File: config.mk
export PLATFORM = sky130hd
export DESIGN_NAME = result_streamer
export DESIGN_NICKNAME = d
export VERILOG_FILES = /design/src/rtl/conv_pkg.sv /design/src/rtl/stream_fifo.sv /design/src/rtl/result_streamer.sv
export SDC_FILE = /design/constraint.sdc
export NUM_CORES = 1
export LEC_CHECK = 0
export ABC_AREA = 0
export CAP_MARGIN = 10
export CELL_PAD_IN_SITES_DETAIL_PLACEMENT = 1
export CELL_PAD_IN_SITES_GLOBAL_PLACEMENT = 2
export CORE_MARGIN = 2
export CORE_UTILIZATION = 36
export DETAILED_ROUTE_END_ITERATION = 12
export GPL_TIMING_DRIVEN = 0
export PLACE_DENSITY_LB_ADDON = 0.12
export SLEW_MARGIN = 20
export SYNTH_ARGS = -nofsm -noshare
export SYNTH_HDL_FRONTEND = slang
export SYNTH_SLANG_ARGS = --single-unit
File: constraint.sdc
create_clock -name clk -period 3.19 [get_ports clk]
set_input_delay 0.957 -clock clk [delete_from_list [all_inputs] [get_ports clk]]
set_output_delay 0.957 -clock clk [all_outputs]
set_load 0.02 [all_outputs]
File: src/rtl/conv_pkg.sv
// Definitions shared by the Sobel convolution core and its result streamer:
// FSM encoding, pixel/tag widths, BRAM address stride and default frame size.
package conv_pkg;

    typedef enum logic [1:0] {
        ST_IDLE   = 2'd0,
        ST_STREAM = 2'd1,
        ST_DRAIN  = 2'd2,
        ST_DONE   = 2'd3
    } state_e;

    localparam int PIX_W          = 8;
    localparam int TAG_W          = 2;
    localparam int FIFO_W         = PIX_W + TAG_W;
    localparam int ADDR_STRIDE    = 4;
    localparam int IMG_WIDTH_DEF  = 256;
    localparam int IMG_HEIGHT_DEF = 256;

    function automatic int clog2_min1(input int v);
        return (v > 1) ? $clog2(v) : 1;
    endfunction

endpackage

File: src/rtl/stream_fifo.sv
// Small synchronous FIFO holding {pixel, tlast, tuser} between the BRAM read
// pipeline and the output byte stream. Head entry is visible combinationally.
module stream_fifo
    import conv_pkg::*;
#(
    parameter int DEPTH = 4,
    parameter int WIDTH = FIFO_W,
    localparam int CW   = $clog2(DEPTH) + 1
) (
    input  logic             clk,
    input  logic             rst,
    input  logic             push_i,
    input  logic [WIDTH-1:0] push_data_i,
    input  logic             pop_i,
    output logic [WIDTH-1:0] head_o,
    output logic             full_o,
    output logic             empty_o,
    output logic [CW-1:0]    count_o
);

    localparam int PW = clog2_min1(DEPTH);

    logic [WIDTH-1:0] mem_q [DEPTH];
    logic [PW-1:0]    wr_ptr_q, wr_ptr_d;
    logic [PW-1:0]    rd_ptr_q, rd_ptr_d;
    logic [CW-1:0]    count_q, count_d;
    logic             do_push;
    logic             do_pop;

    assign full_o  = (count_q == CW'(DEPTH));
    assign empty_o = (count_q == '0);
    assign count_o = count_q;
    assign head_o  = mem_q[rd_ptr_q];

    assign do_pop  = pop_i && !empty_o;
    // A push into a full FIFO is still safe when the head leaves the same cycle.
    assign do_push = push_i && (!full_o || do_pop);

    always_comb begin
        wr_ptr_d = wr_ptr_q;
        rd_ptr_d = rd_ptr_q;
        count_d  = count_q;
        if (do_push) begin
            wr_ptr_d = wr_ptr_q + PW'(1);
        end
        if (do_pop) begin
            rd_ptr_d = rd_ptr_q + PW'(1);
        end
        if (do_push && !do_pop) begin
            count_d = count_q + CW'(1);
        end else if (!do_push && do_pop) begin
            count_d = count_q - CW'(1);
        end
    end

    always_ff @(posedge clk) begin
        if (rst) begin
            wr_ptr_q <= '0;
            rd_ptr_q <= '0;
            count_q  <= '0;
        end else begin
            wr_ptr_q <= wr_ptr_d;
            rd_ptr_q <= rd_ptr_d;
            count_q  <= count_d;
        end
    end

    always_ff @(posedge clk) begin
        if (do_push) begin
            mem_q[wr_ptr_q] <= push_data_i;
        end
    end

endmodule

File: src/rtl/result_streamer.sv
// Walks the Sobel result BRAM in raster order and streams each magnitude byte
// on a valid/ready stream with row-end (tlast) and frame-start (tuser) marks.
module result_streamer
    import conv_pkg::*;
#(
    parameter int IMG_WIDTH  = IMG_WIDTH_DEF,
    parameter int IMG_HEIGHT = IMG_HEIGHT_DEF,
    parameter int FIFO_DEPTH = 4
) (
    input  logic        clk,
    input  logic        rst,
    input  logic        start,
    output logic        done,
    output logic [31:0] bram1_addr,
    output logic        bram1_en,
    input  logic [31:0] bram1_dout,
    output logic [7:0]  m_tdata,
    output logic        m_tvalid,
    input  logic        m_tready,
    output logic        m_tlast,
    output logic        m_tuser
);

    localparam int TOTAL = IMG_WIDTH * IMG_HEIGHT;
    localparam int CW    = $clog2(FIFO_DEPTH) + 1;

    state_e      state_q, state_d;
    logic [31:0] rd_x_q, rd_x_d;
    logic [31:0] rd_y_q, rd_y_d;
    logic        all_issued_q, all_issued_d;
    logic [31:0] out_cnt_q, out_cnt_d;
    logic        en_q, en_d;
    logic [31:0] addr_q, addr_d;
    logic        tlast_q, tlast_d;
    logic        tuser_q, tuser_d;
    logic        done_q, done_d;
    logic        pend_q, pend_last_q, pend_user_q;

    logic              issue;
    logic              credit_ok;
    logic [31:0]       inflight;
    logic              xfer;
    logic [FIFO_W-1:0] fifo_din;
    logic [FIFO_W-1:0] fifo_head;
    logic              fifo_empty;
    logic              fifo_full_unused;
    logic [CW-1:0]     fifo_count;
    logic [23:0]       dout_hi_unused;

    assign dout_hi_unused = bram1_dout[31:8];

    // The read returning this cycle is captured with the tags issued alongside it.
    assign fifo_din = {bram1_dout[PIX_W-1:0], pend_last_q, pend_user_q};

    stream_fifo #(
        .DEPTH (FIFO_DEPTH),
        .WIDTH (FIFO_W)
    ) u_fifo (
        .clk         (clk),
        .rst         (rst),
        .push_i      (pend_q),
        .push_data_i (fifo_din),
        .pop_i       (xfer),
        .head_o      (fifo_head),
        .full_o      (fifo_full_unused),
        .empty_o     (fifo_empty),
        .count_o     (fifo_count)
    );

    assign m_tvalid = !fifo_empty;
    assign m_tdata  = m_tvalid ? fifo_head[FIFO_W-1:TAG_W] : '0;
    assign m_tlast  = m_tvalid && fifo_head[1];
    assign m_tuser  = m_tvalid && fifo_head[0];
    assign xfer     = m_tvalid && m_tready;

    assign done       = done_q;
    assign bram1_en   = en_q;
    assign bram1_addr = addr_q;

    // Every read on the BRAM port or in the return stage has a FIFO slot reserved.
    assign inflight  = 32'(en_q) + 32'(pend_q) + 32'(fifo_count);
    assign credit_ok = (inflight < 32'(FIFO_DEPTH));

    always_comb begin
        state_d      = state_q;
        rd_x_d       = rd_x_q;
        rd_y_d       = rd_y_q;
        all_issued_d = all_issued_q;
        out_cnt_d    = out_cnt_q;
        en_d         = 1'b0;
        addr_d       = '0;
        tlast_d      = 1'b0;
        tuser_d      = 1'b0;
        issue        = 1'b0;

        if (xfer) begin
            out_cnt_d = out_cnt_q + 32'd1;
        end

        case (state_q)
            ST_IDLE: begin
                if (start) begin
                    state_d = ST_STREAM;
                    issue   = 1'b1;
                end
            end
            ST_STREAM: begin
                if (all_issued_q) begin
                    state_d = ST_DRAIN;
                end else if (credit_ok) begin
                    issue = 1'b1;
                end
            end
            ST_DRAIN: begin
                if (xfer && (out_cnt_q == 32'(TOTAL - 1))) begin
                    state_d = ST_DONE;
                end
            end
            ST_DONE: begin
                rd_x_d       = '0;
                rd_y_d       = '0;
                all_issued_d = 1'b0;
                out_cnt_d    = '0;
                if (!start) begin
                    state_d = ST_IDLE;
                end
            end
            default: state_d = ST_IDLE;
        endcase

        if (issue) begin
            en_d    = 1'b1;
            addr_d  = (rd_y_q * 32'(IMG_WIDTH) + rd_x_q) * 32'(ADDR_STRIDE);
            tlast_d = (rd_x_q == 32'(IMG_WIDTH - 1));
            tuser_d = (rd_x_q == '0) && (rd_y_q == '0);
            if (rd_x_q == 32'(IMG_WIDTH - 1)) begin
                rd_x_d = '0;
                if (rd_y_q == 32'(IMG_HEIGHT - 1)) begin
                    all_issued_d = 1'b1;
                end else begin
                    rd_y_d = rd_y_q + 32'd1;
                end
            end else begin
                rd_x_d = rd_x_q + 32'd1;
            end
        end

        done_d = (state_d == ST_DONE);
    end

    always_ff @(posedge clk) begin
        if (rst) begin
            state_q      <= ST_IDLE;
            rd_x_q       <= '0;
            rd_y_q       <= '0;
            all_issued_q <= 1'b0;
            out_cnt_q    <= '0;
            en_q         <= 1'b0;
            addr_q       <= '0;
            tlast_q      <= 1'b0;
            tuser_q      <= 1'b0;
            done_q       <= 1'b0;
            pend_q       <= 1'b0;
            pend_last_q  <= 1'b0;
            pend_user_q  <= 1'b0;
        end else begin
            state_q      <= state_d;
            rd_x_q       <= rd_x_d;
            rd_y_q       <= rd_y_d;
            all_issued_q <= all_issued_d;
            out_cnt_q    <= out_cnt_d;
            en_q         <= en_d;
            addr_q       <= addr_d;
            tlast_q      <= tlast_d;
            tuser_q      <= tuser_d;
            done_q       <= done_d;
            pend_q       <= en_q;
            pend_last_q  <= tlast_q;
            pend_user_q  <= tuser_q;
        end
    end

endmodule

Word-level counts from Yosys, hierarchy flattened
Memories as Yosys holds them, arrays and structs flattened. A register that Yosys moved wholly into a read port is not among the register bits. Cells that the tools add are included. Widths: inputs -> output; s select.

Add/subtract/negate cells: 10. Equality and inequality tests: 8. Bitwise gates (word level): 1. Order comparisons: 1. Reductions and logical operators: 22. Mux-type cells: 28.

Operators with widths (number): $mux 32 (7); $add 32x1->32 const B (3); $eq 32x8->1 const B (2); $logic_not 32->1 (2); $eq 32x16->1 const B (1); $add 30x30->30 (1); $mux 2 (6); $mux 1 (10); $logic_and 1x1->1 (9); $mux 8 (1); $pmux 2 s4 (1); $eq 2x2->1 const B (3); $mux 3 (2); $add 2x1->2 const B (2); $add 2x3->4 (1); $logic_not 1->1 (4); $lt 4x3->1 const B (1); $reduce_bool 2->1 (2); $reduce_or 2->1 (2); $add 3x1->3 const B (1); $eq 3x3->1 const B (1); $logic_not 3->1 (1); $sub 3x1->3 const B (1); $add 1x1->2 (1); other kinds (5) (5).

Memory bits (writable): 40. Word-level logic and storage cells: 88. Register bits after elaboration: 145. Input bits: 36. Output and inout port bits: 45. Memories kept: 1.

Memories: u_fifo.mem_q (words 4, width 10, read ports 1, clocked after memory_dff 1, wr ports 1, RTL line stream_fifo.sv:23) `logic [WIDTH-1:0] mem_q [DEPTH];`.

Longest topological paths before layout
Depth after elaboration: 10. Gate-level depth with buffers: 9. Gate-level depth less buffers: 9.

By module
From an unflattened synthesis, not the netlist that was laid out.

Cell total of the unflattened synthesis: 951. Area total of the unflattened synthesis: 8926.1 um^2.

Modules (own cells, without submodules): result_streamer (cells each 851, times used 1, area an instance 7008.0 um^2, seq. area each 2722.6 um^2); stream_fifo (cells each 100, times used 1, area an instance 1918.1 um^2, seq. area each 1381.3 um^2).

Worst setup path after synthesis
No wires, ideal clock.

Path kind: input to register. Start point: in start. End point: reg rd_x_q[13]. Arrival time: 2.523 ns. Cell stages on the path: 6. Setup time: 0.071 ns. Required time: 3.119 ns. Slack: 0.596 ns. Path buffers: 1. Path through: nor3b_1 a41oi_1 or2_2 buf_2 or4b_2 a21oi_1.

Word-level cells in the longest chain between the ends: 3. Elaborated cells on any way between the ends: 4.

Ends and longest elaborated chain: from (decl) (RTL line result_streamer.sv:12) `input logic start,`; $mux 1 (*) (RTL line result_streamer.sv:102) `if (start) begin`; $pmux 1 s2 (*) (RTL line result_streamer.sv:100) `case (state_q)`; $mux 32 or $reduce_bool 2->1 (tied branches); to (signal assigned) (RTL line result_streamer.sv:168) `rd_x_q <= rd_x_d;`; to (decl) (RTL line result_streamer.sv:28) `logic [31:0] rd_x_q, rd_x_d;`.

Every way passes the cells marked *; elsewhere a longest branch is shown, timed or not. A chain may end at the register's enable or synchronous reset.

==> results by group <==
Detailed routing
  • Pre-Repair DR Iteration Count: 5
  • Number of DRC markers in iteration 0: 354
  • DRC violations left: 0
  • Vias per cell: 5.40
  • DR vias: 7,491
  • ANT nets after route: 0
  • Final WL: 25.6 mm
  • Per-cell routed wire length: 18.5 µm

Placed design
  • Pre-CTS WS: -0.753 ns
  • DP HPWL: 19.0 mm
  • Routability congestion estimate: 0.821
  • Port bufs: 54

Yosys
  • Post-synth top area share: 0.321
  • #FFs+latches synth: 185
  • Synth area leader: dfxtp_1
  • FFs w/ async S/R, synth: 0
  • Syn Area/Cell: 9.33 µm²
  • Part of the Yosys area used for sequential elements: 0.453
  • Yosys warnings: 0
  • Cells after Synth: 971
  • Post-synth EDFFs: 40
  • Post-synth top flop: dfxtp_1
  • Synth top area cells: dfxtp_1 (32%), edfxtp_1 (13%), ha_1 (4.4%), nor2_1 (3.9%), xor2_1 (3.8%)
  • Post-synthesis cell type count: 71
  • Post-Syn Area: 9060 µm²

Power and ir drop
  • Power Density: 524 nW/µm²
  • Tot Pwr: 5.60 mW
  • Internal: 3.94 mW
  • Share of total power in the clock network: 0.394
  • Worst IR Drop VDD: 0.000333 V
  • Switch share: 0.297
  • Register share of total power: 0.453
  • Logic pwr share: 0.153
  • Sw power: 1.66 mW
  • P_leak: 3.90 nW

Critical path
  • R2R Path Start: rd_x_q[1]
  • CP max FO: 10
  • Critical path endpoint category: output port
  • FF-to-FF setup slack: 0.36 ns
  • CP startpoint kind: register
  • Critical path endpoint: m_tdata[1]
  • Critical path type: reg -> out
  • R2R cell count: 8
  • Reg-to-Reg End: rd_y_q[30]
  • Required time worst endpoint: 2.23 ns
  • WP data arrival: 2.13 ns

Final layout
  • Layout fillers: 2,869
  • Inserted Diodes: 0
  • Commonest non-fill, non-tap cell in the layout: dfxtp_1
  • Area delta synth->final: 18.0%
  • Final core utilization: 0.428
  • Commonest non-fill, non-tap cells in the layout: dfxtp_1 (143), nor2_1 (94), nand2_1 (76)
  • Register area: 4110 µm²
  • Multi-input gate area: 4690 µm²
  • Layout cells sized above 1: 0.0786
  • Nets: 1,113

Timing
  • Worst Tran Pin Value: 0.771 ns
  • Fin. max-slew vios: 0
  • Final min period: 3.09 ns
  • Setup TNS: 0 ns
  • Final Setup Violations: 0
  • Worst slew margin: 0.486
  • Hold_ws: 0.450 ns
  • PnR worst setup slack: 0.101 ns
  • RSZ-0062 raised after global routing: false
  • Max Fclk: 324 MHz
  • Final count of hold timing violations: 0
  • Fin crit share: 0.968
  • Worst clock skew: 0.0118 ns

Worst hold path
  • Hold WC Path Type: reg -> reg

Floorplanning
  • Io pins: 81
  • Die Span Y: 163 µm
  • Die Span X: 163 µm
  • Die ar.: 26,400 µm²
  • Initial core utilization: 0.363
  • Number of core rows: 58
  • Core ar.: 25,000 µm²

GRT
  • Pin count of the biggest net entering global routing: 22
  • Vias in the first global route: 7,342
  • Gr usage total: 0.198
  • Grt total ovfl: 0
  • Initial antenna violation count: 0
  • First-pass GRT wire length: 40.9 mm

Clock network
  • CTS H-tree depth: 4
  • Cts bufs inserted: 17
  • TritonCTS clock tree: done
  • Clk_lat worst skew: 0.45 ns
  • # clock sinks: 185
  • Maximum clock path buffer count: 2
  • Reg clk slew, reported paths: 0.08 ns
  • Setup repair bufs after CTS: 0
  • CTS Root Cell: clkbuf_16

Job
  • Max_cap viols: 0

Outcome
  • Outcome: finished, final reports clean
power groups by stage:
stage	clock network [mW]	registers, mW	logic, mW
floorplan	0	2.54	0.555
global placement	0	2.55	0.887
detailed placement	0	2.56	0.898
CTS	2.27	2.54	0.872
global route	2.35	2.55	0.941
finish	2.21	2.54	0.858
state kept, by name (all words and copies together), names as in the netlist, 2 cells and up, named ones only:
name and flops:
bram1_addr 30, u_fifo.mem_q 40, u_fifo.count_o 3, u_fifo.wr_ptr_q 2
rd_x_q 32, rd_y_q 32, state_q 2, out_cnt_q 32
u_fifo.rd_ptr_q 2
worst min-delay path by stage:
stage | from | to | slack, ns | depth (start not counted)
2_1_floorplan | tlast_q | pend_last_q | 0.41 | 1
3_3_place_gp | tuser_q | pend_user_q | 0.42 | 1
3_5_place_dp | tuser_q | pend_user_q | 0.43 | 1
4_1_cts | tuser_q | pend_user_q | 0.45 | 1
5_1_grt | tuser_q | pend_user_q | 0.46 | 1
6_report | tuser_q | pend_user_q | 0.45 | 1
cell families after synthesis:
family	after synthesis	synth area share
compound gates	177	0.125
xor+xnor	59	0.0571
fa+ha+maj	34	0.0486
buf+inv	74	0.0336
flops	185	0.453
mux	16	0.0315
other cells	1	0.000414
simple gates	425	0.250
Yosys cell counts (6+ instances only):
library cell and instances:
mux4_2 10, nand4_1 23, edfxtp_1 40, a211oi_1 6
nand2_1 76, xnor2_1 20, and3_1 25, and2_1 22
ha_1 32, dfxtp_1 145, nor3_1 24, inv_1 29
buf_2 8, a21oi_1 65, nor2b_1 18, or3_1 18
o21ai_0 35, nand3_1 50, clkbuf_1 31, nor2_1 95
a311oi_1 19, mux2i_1 6, nor4_1 24, a21o_1 7
or4_1 10, and4_1 13, xor2_1 39
timing repair:
| item | 4_1_cts | 5_1_grt |
|---|---|---|
| endpoints found under the hold margin | 0 | 0 |
| pin swaps | 0 | 0 |
| hold buffers | 0 | 0 |
| setup endpoints to repair | 73 | 21 |
| resized for setup | 11 | 8 |
layer usage:
layer,up-vias,share of wire,global-route usage
li1,3682,-,-
met1,3687,0.50,0.280
met2,103,0.46,0.321
met3,19,0.032,0.0252
met4,0,0.011,0.0495
met5,-,0,0
layout make-up:
type	count	area share
Buffer	43	0.0185
Clock buffer	18	0.0422
Clock inverter	14	0.0158
Inverter	29	0.0102
Multi-Input combinational cell	713	0.439
Sequential cell	185	0.385
Tap cell	330	0.0386
Timing Repair Buffer	54	0.0513
per-stage QoR:
step                      std cells  instance area (µm²)
after floorplan                 972                 9060
after global placement         1356                10000
after detailed placement       1356                10000
after CTS                      1386                10700
after global routing           1386                10700
final                          1386                10700
worst max-delay path: stages (launching register included):
cell             delay (ns)
dfxtp_4                0.48
mux4_2                 0.53
nor2b_1                0.14
clkdlybuf4s50_1        0.54
No activity file was read; power rests on OpenSTA's default activity.
